**src/rtl/wide_add_pkg.sv**
```systemverilog
// Shared constants and types for the word-serial wide adder.
// Imported by the controller and the adder slice.
package wide_add_pkg;

  localparam int WORD_W = 32;

  typedef enum logic [1:0] {
    IDLE,
    RUN,
    DONE
  } state_e;

  function automatic int idx_w(input int words);
    return (words > 1) ? $clog2(words) : 1;
  endfunction

endpackage

```
**src/rtl/adder_slice_32.sv**
```systemverilog
// One 32-bit ripple-carry slice of the wide adder.
// Also exposes the carry into bit 31 for signed overflow.
module adder_slice_32
  import wide_add_pkg::*;
(
  input  logic [WORD_W-1:0] a,
  input  logic [WORD_W-1:0] b,
  input  logic              cin,
  output logic [WORD_W-1:0] sum,
  output logic              cout,
  output logic              c31
);

  logic [WORD_W-1:0] lo;
  logic              msb_p;

  // Low 31 bits add separately so the carry into the MSB is visible.
  always_comb begin
    lo = {1'b0, a[WORD_W-2:0]}
       + {1'b0, b[WORD_W-2:0]}
       + {{(WORD_W-1){1'b0}}, cin};
    c31   = lo[WORD_W-1];
    msb_p = a[WORD_W-1] ^ b[WORD_W-1];
    sum   = {msb_p ^ c31, lo[WORD_W-2:0]};
    cout  = (a[WORD_W-1] & b[WORD_W-1])
          | (c31 & msb_p);
  end

endmodule

```
**src/rtl/wide_add_sequencer.sv**
```systemverilog
// WORDS x 32-bit add/subtract sequenced through one 32-bit slice.
// LSW first, one word per cycle, registered carry between words.
module wide_add_sequencer
  import wide_add_pkg::*;
#(
  parameter  int WORDS = 4,
  localparam int W     = WORDS * WORD_W
) (
  input  logic         clk,
  input  logic         rst_n,
  input  logic         in_valid,
  output logic         in_ready,
  input  logic [W-1:0] in_a,
  input  logic [W-1:0] in_b,
  input  logic         in_cin,
  input  logic         in_sub,
  output logic         out_valid,
  input  logic         out_ready,
  output logic [W-1:0] out_sum,
  output logic         out_cout,
  output logic         out_ovf,
  output logic         busy
);

  localparam int IDX_W = idx_w(WORDS);
  localparam logic [IDX_W-1:0] LAST =
    IDX_W'(WORDS - 1);

  typedef logic [WORDS-1:0][WORD_W-1:0] vec_t;

  state_e           state_q, state_d;
  logic [IDX_W-1:0] idx_q, idx_d;
  vec_t             a_q, a_d;
  vec_t             b_q, b_d;
  vec_t             sum_q, sum_d;
  logic             cy_q, cy_d;
  logic             cout_q, cout_d;
  logic             ovf_q, ovf_d;
  logic             valid_q, valid_d;

  logic [WORD_W-1:0] sl_sum;
  logic              sl_cout;
  logic              sl_c31;

  adder_slice_32 u_slice (
    .a    (a_q[idx_q]),
    .b    (b_q[idx_q]),
    .cin  (cy_q),
    .sum  (sl_sum),
    .cout (sl_cout),
    .c31  (sl_c31)
  );

  always_comb begin
    state_d = state_q;
    idx_d   = idx_q;
    a_d     = a_q;
    b_d     = b_q;
    sum_d   = sum_q;
    cy_d    = cy_q;
    cout_d  = cout_q;
    ovf_d   = ovf_q;
    valid_d = valid_q;
    unique case (state_q)
      IDLE: begin
        if (in_valid) begin
          // Subtract is A + ~B + 1.
          a_d     = in_a;
          b_d     = in_b ^ {W{in_sub}};
          cy_d    = in_sub ? 1'b1 : in_cin;
          idx_d   = '0;
          state_d = RUN;
        end
      end
      RUN: begin
        sum_d[idx_q] = sl_sum;
        cy_d         = sl_cout;
        idx_d        = idx_q + 1'b1;
        if (idx_q == LAST) begin
          cout_d  = sl_cout;
          ovf_d   = sl_c31 ^ sl_cout;
          valid_d = 1'b1;
          idx_d   = '0;
          state_d = DONE;
        end
      end
      DONE: begin
        if (out_ready) begin
          valid_d = 1'b0;
          state_d = IDLE;
        end
      end
      default: begin
        valid_d = 1'b0;
        state_d = IDLE;
      end
    endcase
  end

  always_ff @(posedge clk or negedge rst_n) begin
    if (!rst_n) begin
      state_q <= IDLE;
      idx_q   <= '0;
      a_q     <= '0;
      b_q     <= '0;
      sum_q   <= '0;
      cy_q    <= 1'b0;
      cout_q  <= 1'b0;
      ovf_q   <= 1'b0;
      valid_q <= 1'b0;
    end else begin
      state_q <= state_d;
      idx_q   <= idx_d;
      a_q     <= a_d;
      b_q     <= b_d;
      sum_q   <= sum_d;
      cy_q    <= cy_d;
      cout_q  <= cout_d;
      ovf_q   <= ovf_d;
      valid_q <= valid_d;
    end
  end

  assign in_ready  = (state_q == IDLE);
  assign busy      = (state_q != IDLE);
  assign out_valid = valid_q;
  assign out_sum   = sum_q;
  assign out_cout  = cout_q;
  assign out_ovf   = ovf_q;

endmodule

```
**config.mk**
```make
export PLATFORM = sky130hd
export DESIGN_NAME = wide_add_sequencer
export DESIGN_NICKNAME = d
export VERILOG_FILES = /design/src/rtl/wide_add_pkg.sv /design/src/rtl/adder_slice_32.sv /design/src/rtl/wide_add_sequencer.sv
export SDC_FILE = /design/constraint.sdc
export NUM_CORES = 1
export LEC_CHECK = 0
export BUFFER_PORTS_ARGS = -buffer_cell sky130_fd_sc_hd__clkbuf_2
export CAP_MARGIN = 20
export CORE_MARGIN = 1.5
export CORE_UTILIZATION = 45
export DETAILED_ROUTE_END_ITERATION = 10
export PLACE_DENSITY = 0.71
export SYNTH_ARGS = -nofsm -noshare
export SYNTH_HDL_FRONTEND = slang
export SYNTH_SLANG_ARGS = --single-unit
export TNS_END_PERCENT = 20
```
**constraint.sdc**
```tcl
create_clock -name clk -period 4.3 [get_ports clk]
set_input_delay 0.86 -clock clk [delete_from_list [all_inputs] [get_ports clk]]
set_output_delay 0.86 -clock clk [all_outputs]
set_load 0.03 [all_outputs]
```
Word level (Yosys, flattened, before mapping) --
Cells that the tools add are included.
Word-level totals: bits in registers 392, bits of input ports 262, output and inout bits 133, logic and storage cells 66
Cells by class: $add $sub $neg 3, order comparisons 2, equal/unequal tests 6, muxes and demuxes 20, bitwise gates (word level) 8, reductions and logical operators 9
Operator list (count):
- binary-select mux 32 bit (select 2 bit) | 2
- bitwise mux 128 bit | 1
- bitwise XOR 128 bit | 1
- 2-to-1 mux 32 bit | 3
- demux 32 bit (select 2 bit) | 1
- adder 31 x 31 -> 32 bit | 1
- adder 32 x 1 -> 32 bit | 1
- 2-to-1 mux 2 bit | 5
- != test 2 bit, second input constant | 3
- case mux 2 bit (3 select lines) | 1
- AND reduction 2 bit | 3
- AND reduction 3 bit | 2
- equality test 2 bit, second input constant | 2
- 2-to-1 mux 1 bit | 4
- case mux 2 bit (2 select lines) | 1
- nonzero test 2 bit | 2
- less-than comparator 2 x 3 -> 1 bit, second input constant | 1
- case mux 1 bit (3 select lines) | 1
- bitwise XOR 1 bit | 3
- adder 2 x 1 -> 2 bit, second input constant | 1
- bitwise AND 1 bit | 2
- equality test 2 x 1 -> 1 bit, second input constant | 1
- greater-or-equal comparator 2 x 1 -> 1 bit, second input constant | 1
- zero test 2 bit | 1
- 4 further kinds | 4

Longest topological paths before layout --
Gate-level depths: netlist of run 1.
depth in word-level cells 7, depth in mapped cells 15, depth with buffers taken out 12

By module --
A second synthesis of run 1 with hierarchy kept.
Second synthesis, totals: cells, all modules 1305, area total of the unflattened synthesis 19184.6 um2
Modules (own cells, without submodules):
- wide_add_sequencer | instances 1, cells each 1073, area an instance 17469.3 um2, sequential area each 9809.4 um2
- adder_slice_32 | instances 1, cells each 232, area an instance 1715.4 um2, sequential area each 0.0 um2

Least setup slack after synthesis of run 1 --
OpenSTA, ideal clock, no wires.
path kind register -> register, from register idx_q[0], to register sum_q, in the netlist out_sum[63], library setup time 0.083 ns, arrival time 3.919 ns, required time 4.217 ns, path slack 0.298 ns, cell stages (with the launch flop) 13, buffers on the path 2, clock period less this slack 4.002 ns, path through dfrtp_1 -> clkbuf_1 -> clkbuf_1 -> mux4_2 -> ha_1 -> a21o_1 -> a31o_1 -> o211a_1 -> a221o_1 -> a21oi_2 -> o31a_1 -> fa_1 -> o21ai_0
On the way: word-level cells in the longest chain between the ends 6, elaborated cells on any way between the ends 14, classes of those cells add/sub: 2; order compare: 2; mux: 7; bitwise: 2; reduce/logical: 1
RTL lines:
- start, declared | line wide_add_sequencer.sv:32 | logic [IDX_W-1:0] idx_q, idx_d;
- start signal, assigned | line wide_add_sequencer.sv:113 | idx_q <= idx_d;
- binary-select mux 32 bit (select 2 bit) (on tied branches) | line wide_add_sequencer.sv:46, wide_add_sequencer.sv:47
- 2-to-1 mux 32 bit (on tied branches) | line wide_add_sequencer.sv:46, wide_add_sequencer.sv:47
- adder 31 x 31 -> 32 bit | line adder_slice_32.sv:20 | + {1'b0, b[WORD_W-2:0]}
- adder 32 x 1 -> 32 bit | line adder_slice_32.sv:21 | + {{(WORD_W-1){1'b0}}, cin};
- bitwise XOR 1 bit | line adder_slice_32.sv:24 | sum = {msb_p ^ c31, lo[WORD_W-2:0]};
- bitwise mux 128 bit * | line wide_add_sequencer.sv:76 | sum_d[idx_q] = sl_sum;
- end signal, assigned | line wide_add_sequencer.sv:116 | sum_q <= sum_d;
- end, declared | line wide_add_sequencer.sv:35 | vec_t sum_q, sum_d;
Mark *: on every way between the ends. The rest lies on a longest branch, timed or not. The select of a mux whose other input is x is not followed. A chain may end at the register's enable or synchronous reset.

Worst setup path in the final report of run 1 --
Same ends and word-level chain as after synthesis.

==> results of run 1 <==
==> layout make-up <==
| type | instances | area [sq um] | area share |
|---|---|---|---|
| clock inverter | 9 | 106 | 0.00476 |
| inverter | 12 | 45.0 | 0.00201 |
| clock buffer | 56 | 1170 | 0.0526 |
| tap | 532 | 666 | 0.0298 |
| sequential | 392 | 9820 | 0.439 |
| multi-input combinational | 1349 | 8180 | 0.366 |
| timing repair buffer | 431 | 2370 | 0.106 |
==> layer usage <==
metal	vias to the layer above	global-route usage	wire, um
met3	85	0.0445	3680
met1	7101	0.373	24300
met4	0	0.0730	1350
met2	569	0.387	23800
li1	6937	-	-
met5	-	0	0
==> worst max-delay path: stages, from the launching register on <==
cell	delay (ps)
dfrtp_4	490
buf_12	220
mux4_2	520
ha_1	380
a21o_1	210
a31o_1	220
o211a_1	240
a221o_1	390
a21oi_2	280
o31a_1	240
fa_1	480
o21ai_0	200
==> worst max path at each step <==
stage / start / to / slack [ps] / cells after the start
floorplan: idx_q[0] / out_sum[63] / 300 / 12
global route: idx_q[1] / out_sum[116] / 40 / 12
detailed placement: idx_q[1] / out_sum[62] / 60 / 12
global placement: idx_q[0] / out_sum[94] / 170 / 11
finish: idx_q[0] / out_sum[63] / 290 / 11
CTS: idx_q[1] / out_sum[94] / 20 / 12
==> through the flow <==
step                      hold WS (ps)  area, sq um  cells
after floorplan                    440        18500   1876
after global placement             454        21000   2715
after detailed placement           458        21000   2715
after CTS                          397        22300   2780
after global routing               423        22400   2781
final                              367        22400   2781
==> sequential cells by signal (all words and copies together) (netlist names) <==
signal,cells
b_q,128
idx_q,2
out_sum,128
a_q,128
out_valid,1
out_ovf,1
out_cout,1
cy_q,1
state_q,2
==> cell families after synthesis <==
family | synth area share
buf+inv | 0.0280
xor+xnor | 0.0739
compound gates | 0.104
mux | 0.0833
fa+ha+maj | 0.0263
simple gates | 0.153
flops | 0.531
==> synthesized netlist by cell type (5+ instances only) <==
cell type  instances
nand2_1          670
dfrtp_1          392
o21ai_0          264
xnor2_1          142
clkbuf_1         115
mux4_2            64
a21oi_1           34
ha_1              34
nor2_1            18
xor2_1            14
inv_1             12
a21o_1            11
nand3_1           10
o21ai_1           10
nand4_1            8
and2_1             5
==> power by group through the flow <==
stage / logic (mW) / clock network (mW) / registers (mW)
finish: 12.4 / 3.47 / 6.60
detailed placement: 12.3 / 0 / 6.64
global placement: 12.0 / 0 / 6.57
global route: 13.7 / 3.68 / 6.80
CTS: 12.4 / 3.54 / 6.59
floorplan: 7.32 / 0 / 7.29
==> impl_results.md, run 1 <==
* Vias per cell at 5.28
* Synth Area per Inst at 9.85 sq um
* Die ar. at 42,300 sq um
* Die Height at 206 um
* # diodes at 0
* # resized after CTS at 0
* Synth Flop Type: dfrtp_1
* Cell Area, Synth at 18,500 sq um
* Layout cells sized above 1 at 0.255
* First-pass GRT wire length at 82,400 um
* Relative slew slack at 0.367
* Commonest non-fill, non-tap cells in the layout: nand2_1, clkbuf_2, dfrtp_1, o21ai_0, xnor2_1
* Fin. Hold Viols at 0
* Cell Int Power at 11.8 mW
* Netlist cell types at 56
* Pleak at 11.1 nW
* CORE AREA at 40,600 sq um
* Vias in the first global route at 14,700
* Post-route DRC at 0
* Detailed Route Iter0 Violations at 1,242
* Kind of critical path: reg -> reg
* H-tree depth at 2
* All-layer global routing usage at 0.254
* Row count at 74
* R2r setup slk at 290 ps
* Antenna viol nets, final at 0
* Period utilization at 0.932
* Sequential share of the synthesized area at 0.531
* Worst-skew pair later-pin latency at 560 ps
* Worst clock skew at 15.1 ps
* FF+latch count, synth at 392
* Syn Nets at 2,175
* Fin Setup TNS at 0 ps
* CP Data Required Time at 4770 ps
* Maximum root-to-sink buffer count at 3
* PortBufs at 394
* TritonCTS clock tree: built
* FFs w/ async S/R, synth at 1.00
* Switching pwr at 10.7 mW
* Crit path capture type: flop
* Final setup viols at 0
* Synth top area cells: dfrtp_1, nand2_1, mux4_2
* Max-cap violations at 0
* Tightest Hold Check Type: in -> async
* Status: finished clean
* Reg2reg start: idx_q[0]
* Pwr dens at 1010 nW/um^2
* Drt first pass iters at 5
* Final core utilization at 0.550
* Mapped Cells at 1,876
* Final Wtd Congestion at 0.921
* Post-CTS Setup Inserts at 0
* Total wire length at 53,100 um
* Most common cell after layout, fill and taps aside: nand2_1
* Clk pwr share at 0.154
* Inserted Clock Buffers at 42
* Min setup slack post-route at 292 ps
* Largest net degree at the start of global routing at 136
* RR Endpoint: out_sum[63]
* Top cell type by total area after synthesis: dfrtp_1
* CTS hold repair buffers at 0
* Synth-to-Final Area Change at 21.0%
* Post-route minimum period at 4010 ps
* Die Wd at 206 um
* Ports at 395
* Max IR drop VDD at 0.532 mV
* GRT overflow at 0
* Sw Share at 0.477
* Initial antenna violation count at 0
* Worst Max-Slew Pin Slew at 950 ps
* Nets at 2,527
* Crit path max fanout at 21
* Fillers at 3,553
* WP data arrival at 4470 ps
* Fin. max-slew vios at 0
* Starting Density at 0.455
* Worst setup SP type: flop
* Power share of the sequential group at 0.293
* Pre-CTS WS at 55.0 ps
* Comb pwr share at 0.553
* RSZ-0062 raised after global routing: no
* Reg2reg path depth at 11
* Synth warn at 0
* Sink Count at 392
* Drt wl/cell at 19.1 um
* Yosys top cell area share at 0.531
* DPL Wire Length at 39,600 um
* Final Total Pwr at 22.5 mW
* Fmax at 0.250 GHz
* Root cell of the clock tree: clkbuf_16
* DR vias at 14,700
* EDFF count, synth at 0
* Reg clk slew, reported paths at 60 ps
Power figures use the tool's default switching activity.
==> run 2, diff against run 1 <==
==> constraint.sdc (replaced) <==
create_clock -name clk -period 4.3 [get_ports clk]
set_input_delay 0.215 -clock clk [delete_from_list [all_inputs] [get_ports clk]]
set_output_delay 0.215 -clock clk [all_outputs]
set_load 0.03 [all_outputs]
==> impl_results.md, run 2 (synthesis gave the netlist of run 1 again) <==
* Ports at 395
* Max IR drop VDD at 0.434 mV
* Period utilization at 0.938
* Slowest cell delay on critical path at 530 ps
* TritonCTS clock tree: built
* Inserted Clock Buffers at 43
* Worst clock skew at 19.4 ps
* Max-cap violations at 0
* WP data arrival at 4480 ps
* Pleak at 12.1 nW
* DR vias at 16,500
* Fin Setup TNS at 0 ps
* All-layer global routing usage at 0.296
* Fin area at 24,900 sq um
* Vias in the first global route at 16,700
* Most common cell after layout, fill and taps aside: nand2_1
* Antenna viol nets, final at 0
* Synth-to-Final Area Change at 34.5%
* Relative slew slack at 0.319
* Worst Max-Slew Pin Slew at 1020 ps
* First-pass GRT wire length at 94,900 um
* Row count at 74
* Crit-path cells: buf_12, buf_4, mux4_2, ha_1, a21oi_1, o21ai_0, a221oi_1, nand2_1, a21oi_1, o31a_1, fa_1, o21ai_0
* H-tree depth at 2
* Drt first pass iters at 6
* Root cell of the clock tree: clkbuf_16
* Tightest Hold Check Type: in -> reg
* Post-route DRC at 0
* Worst Path Buf+Inv at 2
* Final Wtd Congestion at 0.930
* Final setup viols at 0
* Die Wd at 206 um
* Drt wl/cell at 20.6 um
* Worst path slowest cell: mux4_2
* Worst-skew pair later-pin latency at 560 ps
* CP Data Required Time at 4750 ps
* Kind of critical path: reg -> reg
* Initial antenna violation count at 2
* Total wire length at 62,500 um
* Fin. Hold Viols at 0
* CORE AREA at 40,600 sq um
* RSZ-0062 raised after global routing: no
* Fmax at 0.248 GHz
* PortBufs at 394
* Die ar. at 42,300 sq um
* Fin. max-slew vios at 0
* Crit path capture type: flop
* Vias per cell at 5.45
* DPL Wire Length at 39,300 um
* Starting Density at 0.455
* GRT overflow at 0
* Delay-heaviest family, CP: compound AO/OA/AOI/OAI gates
* Die Height at 206 um
* Commonest non-fill, non-tap cells in the layout: nand2_1, clkbuf_2, dfrtp_1, o21ai_0, dlygate4sd3_1
* Worst setup SP type: flop
* Sink Count at 392
* Pwr dens at 927 nW/um^2
* Fillers at 3,138
* Post-CTS Setup Inserts at 0
* Status: finished clean
* Nets at 2,765
* Maximum root-to-sink buffer count at 3
* Largest net degree at the start of global routing at 147
* Detailed Route Iter0 Violations at 1,429
* Reg clk slew, reported paths at 60 ps
* Layout cells sized above 1 at 0.228
* Post-route minimum period at 4030 ps
* Crit path max fanout at 35
* Placed cell areas at 21,000 sq um
-- run 2: changes by cell type in the layout (fill, tap and decap cells not counted), moves of 2 or more --
cell,change
dlygate4sd3_1,+249
buf_4,-12
clkbuf_1,+3
clkbuf_8,+3
clkbuf_16,+2
clkinv_2,+2
diode_2,+2
-- run 2: worst reg2reg max path, delay by kind of cell (launching register included) --
family	cells	cell delay [ps]
AND/OR/NAND/NOR	1	90
adder cells (fa/ha/maj)	2	820
multiplexers	1	540
buffers and inverters	2	650
AO/OA/AOI/OAI	6	1340
flip-flops	1	510
-- run 2: worst paths after layout --
path	end	depth (start not counted)	slack, ps	from
max	out_sum[63]	12	270	idx_q[0]
min	b_q[111]	3	20	in_b[111]
max reg2reg	out_sum[63]	12	270	idx_q[0]
min reg2reg	a_q[122]	2	470	a_q[122]
max in group asynchronous	a_q[93]	3	2840	rst_n
min in group asynchronous	out_sum[103]	2	290	rst_n
-- run 2: layout make-up --
| cell class | instances | area (sq um) | area share |
|---|---|---|---|
| Timing Repair Buffer | 668 | 4770 | 0.192 |
| Clock inverter | 10 | 106 | 0.00428 |
| Antenna cell | 2 | 5.00 | 0.000201 |
| Clock buffer | 64 | 1280 | 0.0514 |
| Tap cell | 532 | 666 | 0.0268 |
| Sequential cell | 392 | 9820 | 0.395 |
| Multi-Input combinational cell | 1349 | 8180 | 0.329 |
| Inverter | 12 | 45.0 | 0.00181 |
-- run 2: report_power, final --
group | switching (mW) | internal [mW] | leakage [nW]
Clock | 1.47 | 2.17 | 0.681
Sequential | 1.14 | 5.49 | 4.88
Combinational | 8.40 | 4.37 | 6.55
Total | 11.0 | 12.0 | 12.1
-- run 2: stage by stage --
step           setup WS, ps  hold WS (ps)  instances  power [mW]  utilization
6_report                267          20.9       3029        23.1        0.612
5_1_grt                31.4          22.1       3028        24.6        0.612
4_1_cts                 205          4.66       3027        22.8        0.611
3_5_place_dp            223           290       2704        19.0        0.516
3_3_place_gp            310           285       2702        18.6        0.515
2_1_floorplan           298         -80.6       1876        14.6            -
-- run 2: metal layers --
metal	share of wire	global-route usage	up-vias
li1	-	-	7436
met1	0.42	0.399	7982
met2	0.46	0.454	869
met3	0.078	0.0608	215
met4	0.048	0.152	2
met5	0.00019	0	-
-- run 2: repair_timing --
item,CTS,global route
endpoints found under the hold margin,337,0
gates resized for setup,0,1
endpoints found under the setup margin,0,4
hold buffers,249,0
